## src/rtl/scfifo.sv

```systemverilog
// scfifo: single-clock first-word-fall-through FIFO.
// A DEPTH-entry RAM with a registered read port feeds a one-word prefetch
// register, which in turn feeds the registered output word. A word keeps its
// RAM slot until it is popped from the output. This means total capacity is
// exactly DEPTH, and the prefetch register lets a pop be followed by the next
// word without a bubble.
module scfifo #(
   parameter int unsigned ADDR_WIDTH    = 3,
   parameter int unsigned DATA_WIDTH    = 8,
   parameter int unsigned AFULL_THRESH  = (2 ** ADDR_WIDTH) - 2,
   parameter int unsigned AEMPTY_THRESH = 2
) (
   input  logic                  aclk,
   input  logic                  srst,
   input  logic                  flush,
   input  logic                  in_valid,
   output logic                  in_ready,
   input  logic [DATA_WIDTH-1:0] in_data,
   output logic                  out_valid,
   input  logic                  out_ready,
   output logic [DATA_WIDTH-1:0] out_data,
   output logic [ADDR_WIDTH:0]   level,
   output logic                  full,
   output logic                  empty,
   output logic                  afull,
   output logic                  aempty
);

   localparam int unsigned DEPTH = 1 << ADDR_WIDTH;
   localparam int unsigned LW    = ADDR_WIDTH + 1;

   localparam logic [LW-1:0] DEPTH_L  = LW'(DEPTH);
   localparam logic [LW-1:0] AFULL_L  = LW'(AFULL_THRESH);
   localparam logic [LW-1:0] AEMPTY_L = LW'(AEMPTY_THRESH);

   // Reject illegal parameter combinations at elaboration
   if (!(ADDR_WIDTH >= 1 && AEMPTY_THRESH > 0 && AEMPTY_THRESH < AFULL_THRESH
         && AFULL_THRESH <= DEPTH)) begin : g_bad_params
      $fatal(1, "scfifo: illegal ADDR_WIDTH/AEMPTY_THRESH/AFULL_THRESH combination");
   end

   logic [DATA_WIDTH-1:0] mem [DEPTH];

   logic [ADDR_WIDTH-1:0] wr_ptr_q, wr_ptr_d;
   logic [ADDR_WIDTH-1:0] rd_ptr_q, rd_ptr_d;
   logic [LW-1:0]         ram_cnt_q, ram_cnt_d;   // words written but not yet read out of the RAM
   logic [LW-1:0]         level_q, level_d;
   logic [DATA_WIDTH-1:0] ram_rd_q;               // prefetch register (RAM read port)
   logic                  rd_valid_q, rd_valid_d;
   logic [DATA_WIDTH-1:0] out_data_q, out_data_d;
   logic                  out_valid_q, out_valid_d;
   logic                  in_ready_q, in_ready_d;
   logic                  full_q, full_d;
   logic                  empty_q, empty_d;
   logic                  afull_q, afull_d;
   logic                  aempty_q, aempty_d;

   logic push_c, pop_c, load_out_c, rd_en_c, wr_en_c;

   // Handshakes, prefetch control and next-state computation
   always_comb begin
      push_c     = in_valid && in_ready_q;
      pop_c      = out_valid_q && out_ready;
      load_out_c = rd_valid_q && (!out_valid_q || pop_c);
      rd_en_c    = (ram_cnt_q != '0) && (!rd_valid_q || load_out_c) && !flush;
      wr_en_c    = push_c && !flush;

      wr_ptr_d    = wr_ptr_q;
      rd_ptr_d    = rd_ptr_q;
      ram_cnt_d   = ram_cnt_q;
      level_d     = level_q;
      rd_valid_d  = rd_valid_q;
      out_valid_d = out_valid_q;
      out_data_d  = out_data_q;

      if (flush) begin
         wr_ptr_d    = '0;
         rd_ptr_d    = '0;
         ram_cnt_d   = '0;
         level_d     = '0;
         rd_valid_d  = 1'b0;
         out_valid_d = 1'b0;
         out_data_d  = '0;
      end else begin
         wr_ptr_d    = wr_ptr_q + ADDR_WIDTH'(push_c);
         rd_ptr_d    = rd_ptr_q + ADDR_WIDTH'(rd_en_c);
         ram_cnt_d   = ram_cnt_q + LW'(push_c) - LW'(rd_en_c);
         level_d     = level_q + LW'(push_c) - LW'(pop_c);
         rd_valid_d  = rd_en_c || (rd_valid_q && !load_out_c);
         out_valid_d = load_out_c || (out_valid_q && !pop_c);
         if (load_out_c) begin
            out_data_d = ram_rd_q;
         end
      end

      full_d     = (level_d == DEPTH_L);
      empty_d    = (level_d == '0);
      afull_d    = (level_d >= AFULL_L);
      aempty_d   = (level_d <= AEMPTY_L);
      in_ready_d = !full_d;
   end

   // Storage array write port (contents are not reset)
   always_ff @(posedge aclk) begin
      if (wr_en_c && !srst) begin
         mem[wr_ptr_q] <= in_data;
      end
   end

   // Registered RAM read port feeding the prefetch stage
   always_ff @(posedge aclk) begin
      if (srst) begin
         ram_rd_q <= '0;
      end else if (rd_en_c) begin
         ram_rd_q <= mem[rd_ptr_q];
      end
   end

   // Pointer, count, output and flag registers
   always_ff @(posedge aclk) begin
      if (srst) begin
         wr_ptr_q    <= '0;
         rd_ptr_q    <= '0;
         ram_cnt_q   <= '0;
         level_q     <= '0;
         rd_valid_q  <= 1'b0;
         out_valid_q <= 1'b0;
         out_data_q  <= '0;
         in_ready_q  <= 1'b1;
         full_q      <= 1'b0;
         empty_q     <= 1'b1;
         afull_q     <= 1'b0;
         aempty_q    <= 1'b1;
      end else begin
         wr_ptr_q    <= wr_ptr_d;
         rd_ptr_q    <= rd_ptr_d;
         ram_cnt_q   <= ram_cnt_d;
         level_q     <= level_d;
         rd_valid_q  <= rd_valid_d;
         out_valid_q <= out_valid_d;
         out_data_q  <= out_data_d;
         in_ready_q  <= in_ready_d;
         full_q      <= full_d;
         empty_q     <= empty_d;
         afull_q     <= afull_d;
         aempty_q    <= aempty_d;
      end
   end

   assign in_ready  = in_ready_q;
   assign out_valid = out_valid_q;
   assign out_data  = out_data_q;
   assign level     = level_q;
   assign full      = full_q;
   assign empty     = empty_q;
   assign afull     = afull_q;
   assign aempty    = aempty_q;

endmodule

```

## config.mk

```make
export PLATFORM = sky130hd
export DESIGN_NAME = scfifo
export DESIGN_NICKNAME = d
export VERILOG_FILES = /design/src/rtl/scfifo.sv
export SDC_FILE = /design/constraint.sdc
export NUM_CORES = 1
export LEC_CHECK = 0
export CAP_MARGIN = 15
export CORE_ASPECT_RATIO = 0.5
export CORE_UTILIZATION = 41
export DETAILED_ROUTE_END_ITERATION = 10
export HOLD_SLACK_MARGIN = 0.1
export SLEW_MARGIN = 20
export SYNTH_ARGS = -nofsm -noshare
export SYNTH_HDL_FRONTEND = slang
export SYNTH_SLANG_ARGS = --single-unit
```

## constraint.sdc

```tcl
create_clock -name aclk -period 3.5 [get_ports aclk]
set_input_delay 0.875 -clock aclk [delete_from_list [all_inputs] [get_ports aclk]]
set_output_delay 0.875 -clock aclk [all_outputs]
set_load 0.01 [all_outputs]
```

==> results.yml <==
detailed_routing:
  routed_wl_um: 7290
  drc: 0
  wl_per_cell_um: 17.0
  drtPass1Iterations: 4
  first_iter_violations: 204
  num_vias: 2155
  postRouteAntennaNets: 0
  via_per_inst: 5.01
global_route:
  grt_overflow: 0
  grt_pass1_wl_um: 11300
  grt_start_max_net_pins: 19
  grt_antenna_before_repair: 0
  busiest_layer: "met2"
  met3_usage_pct: 5.41
  grtUsageMet1_pct: 20.2
  grtUsageMet2_pct: 25.3
  grt_pass1_vias: 2100
  grt_usage_pct: 15.9
pwr:
  p_leak_nw: 1.73
  ir_worst_vdd_v: 0.000232
  power_density_nw_per_um2: 524
  p_total_mw: 2.52
placement:
  placed_cells: 414
  io_buffers: 30
  routabilityCongestion: 0.839
  dp_hpwl_um: 4760
floorplanning:
  ios: 31
  floorplan.initialDensity_pct: 42.3
  core_um2: 9450
  die_area_um2: 10200
  die_w_um: 142
  chipHeight_um: 71.8
  core.rowCount: 25
critical_path:
  cp_cell_sequence: "clkdlybuf4s50_1, inv_2, a311oi_1, ha_1, inv_1, ha_1, inv_1, fa_1, xor2_1, nor2_1"
  crit_type: "input port to flop"
  cp_top_family: "adder cells"
  cp_slowest_cell: "clkdlybuf4s50_1"
  crit_arrival_ns: 3.05
  crit_start: "out_ready"
  r2r_slack_ns: 1.07
  critPathCapture: "ram_cnt_q[2]"
  cp.required_ns: 3.73
  slowest_delay_ns: 0.52
  cp_num_cells: 10
  crit_path_start_kind: "input port"
  crit_path_end_kind: "flop"
  rr_startpoint: "ram_cnt_q[2]"
  cp_num_buf_inv: 4
  ff2ff_path_depth: 11
  reg2reg_to: "ram_cnt_q[2]"
  critPathMaxFanout: 4
flow_run:
  cap_violations: 0
synthesis:
  syn_nets: 272
  ys_seq_elements: 101
  synth-seq-area-share_pct: 66.6
  yosysTopAreaCell: "edfxtp_1"
  synth_top_area_share_pct: 48.1
  yosys-top-cells-area: "edfxtp_1, dfxtp_1, mux4_1, ha_1, nor2_1"
  synth_xor_area_share_pct: 1.32
  synth_mux_area_share_pct: 14.4
  synth_top_family_by_area: "multiplexers"
  yosysWarnings: 0
  synth.cell_area_um2: 4000
  syn_area_per_cell_um2: 16.4
  syn_inst: 244
  synth_simple_gate_area_share_pct: 5.67
  synth_cell_types: 35
  synth_compound_area_share_pct: 4.10
  synthAdderAreaFrac_pct: 5.07
timing:
  fin_setup_tns_ns: 0
  finalMaxSlewViolations: 0
  final_hold_viol_count: 0
  fin_crit_sh_pct: 80.6
  fmax_ghz: 0.354
  slew_headroom_pct: 45.9
  rsz0062_at_grt: "no"
  finClkSkew_ns: 0.00764
  layout_min_cycle_time_ns: 2.82
  setup-violations-final: 0
  tightest_slew_ns: 0.811
cts:
  insertion_delay_ns: 0.34
  path_clk_slew_ns: 0.07
  cts_sinks: 101
  clk_path_buf_depth: 2
  cts_buffers: 9
  cts_tree: "built"
  cts_setup_buffers: 0
  hold_buffers: 0
  ctsResizeCount: 0
  cts_root_buf: "clkbuf_16"
  htreeDepth: 3
hold_path:
  worstHoldPathType: "flop to flop"
layout:
  diodes: 0
  syn2layout_area_growth_pct: 20.5
  final_nets: 318
  mostFrequentLayoutCell: "edfxtp_1"
  multi_input_area_um2: 1220
  fin_util_pct: 51.0
  instances_no_fill: 430
  regArea_um2: 2660
  nFillCells: 781
  final_cell_mix: "edfxtp_1, dfxtp_1, clkdlybuf4s50_1"
  layout-drive-gt1-share_pct: 14.2
outcome:
  status: "finished clean"
[cell usage after synthesis (all sizes together)]
library cell,n
a22o,8
mux2,8
nand2b,3
or3,1
edfxtp,64
mux4,16
nor3,2
a21o,3
clkbuf,3
dfxtp,37
nor2,25
nor2b,1
fa,2
nand2,3
nor3b,2
xnor2,4
ha,13
or2,1
buf,4
nand3,2
inv,14
a311oi,1
and2,7
a211oi,1
xor2,2
a2111o,1
a21oi,6
o21ai,2
mux2i,8
[final cells by class]
| type | count | share of cell area [%] |
|---|---|---|
| Clock buffer | 9 | 4.68 |
| Clock inverter | 7 | 1.97 |
| Inverter | 14 | 1.09 |
| Multi-Input combinational cell | 122 | 25.4 |
| Sequential cell | 101 | 55.3 |
| Tap cell | 135 | 3.51 |
| Timing Repair Buffer | 42 | 8.11 |
[registers in the layout, indices dropped and copies added (netlist names)]
name        count
rd_ptr_q        3
ram_cnt_q       4
full            1
out_data        8
level           4
afull           1
aempty          1
out_valid       1
ram_rd_q        8
empty           1
mem            64
wr_ptr_q        3
rd_valid_q      1
in_ready        1
[how the worst min path moves through the flow]
stage | from | endpoint | slack [ns] | cells after the start
after floorplan | ram_rd_q[1] | ram_rd_q[1] | 0.44 | 1
after global placement | ram_rd_q[3] | ram_rd_q[3] | 0.46 | 1
after detailed placement | ram_rd_q[1] | ram_rd_q[1] | 0.47 | 1
after CTS | ram_rd_q[1] | ram_rd_q[1] | 0.48 | 1
after global routing | ram_rd_q[5] | ram_rd_q[5] | 0.49 | 1
final | ram_rd_q[1] | ram_rd_q[1] | 0.48 | 1
[report_power, final]
part           internal (mW)  switching [mW]  total [mW]
clock                  0.628           0.423        1.05
sequential              1.29          0.0173        1.31
combinational         0.0784          0.0830       0.161
[layer usage]
layer	wire length (µm)	part of all wire (%)
met1	3620	50
met2	3350	46
met3	244	3.3
met4	82	1.1
met5	0	0
[per-stage QoR]
step           hold WS, ns  worst slack [ns]  instance area, µm²
2_1_floorplan        0.441             0.856                4000
3_3_place_gp         0.464             0.408                4500
3_5_place_dp         0.466             0.363                4500
4_1_cts              0.483             0.711                4820
5_1_grt              0.495             0.552                4820
6_report             0.478             0.678                4820
[cell families (layout without fill, tap and decap cells)]
family | after synthesis | count (layout)
flip-flops | 101 | 101
AND/OR/NAND/NOR | 47 | 47
multiplexers | 32 | 32
AO/OA/AOI/OAI | 22 | 22
buffers and inverters | 21 | 72
adder cells (fa/ha/maj) | 15 | 15
XOR/XNOR | 6 | 6
(Power assumes the default switching activity.)
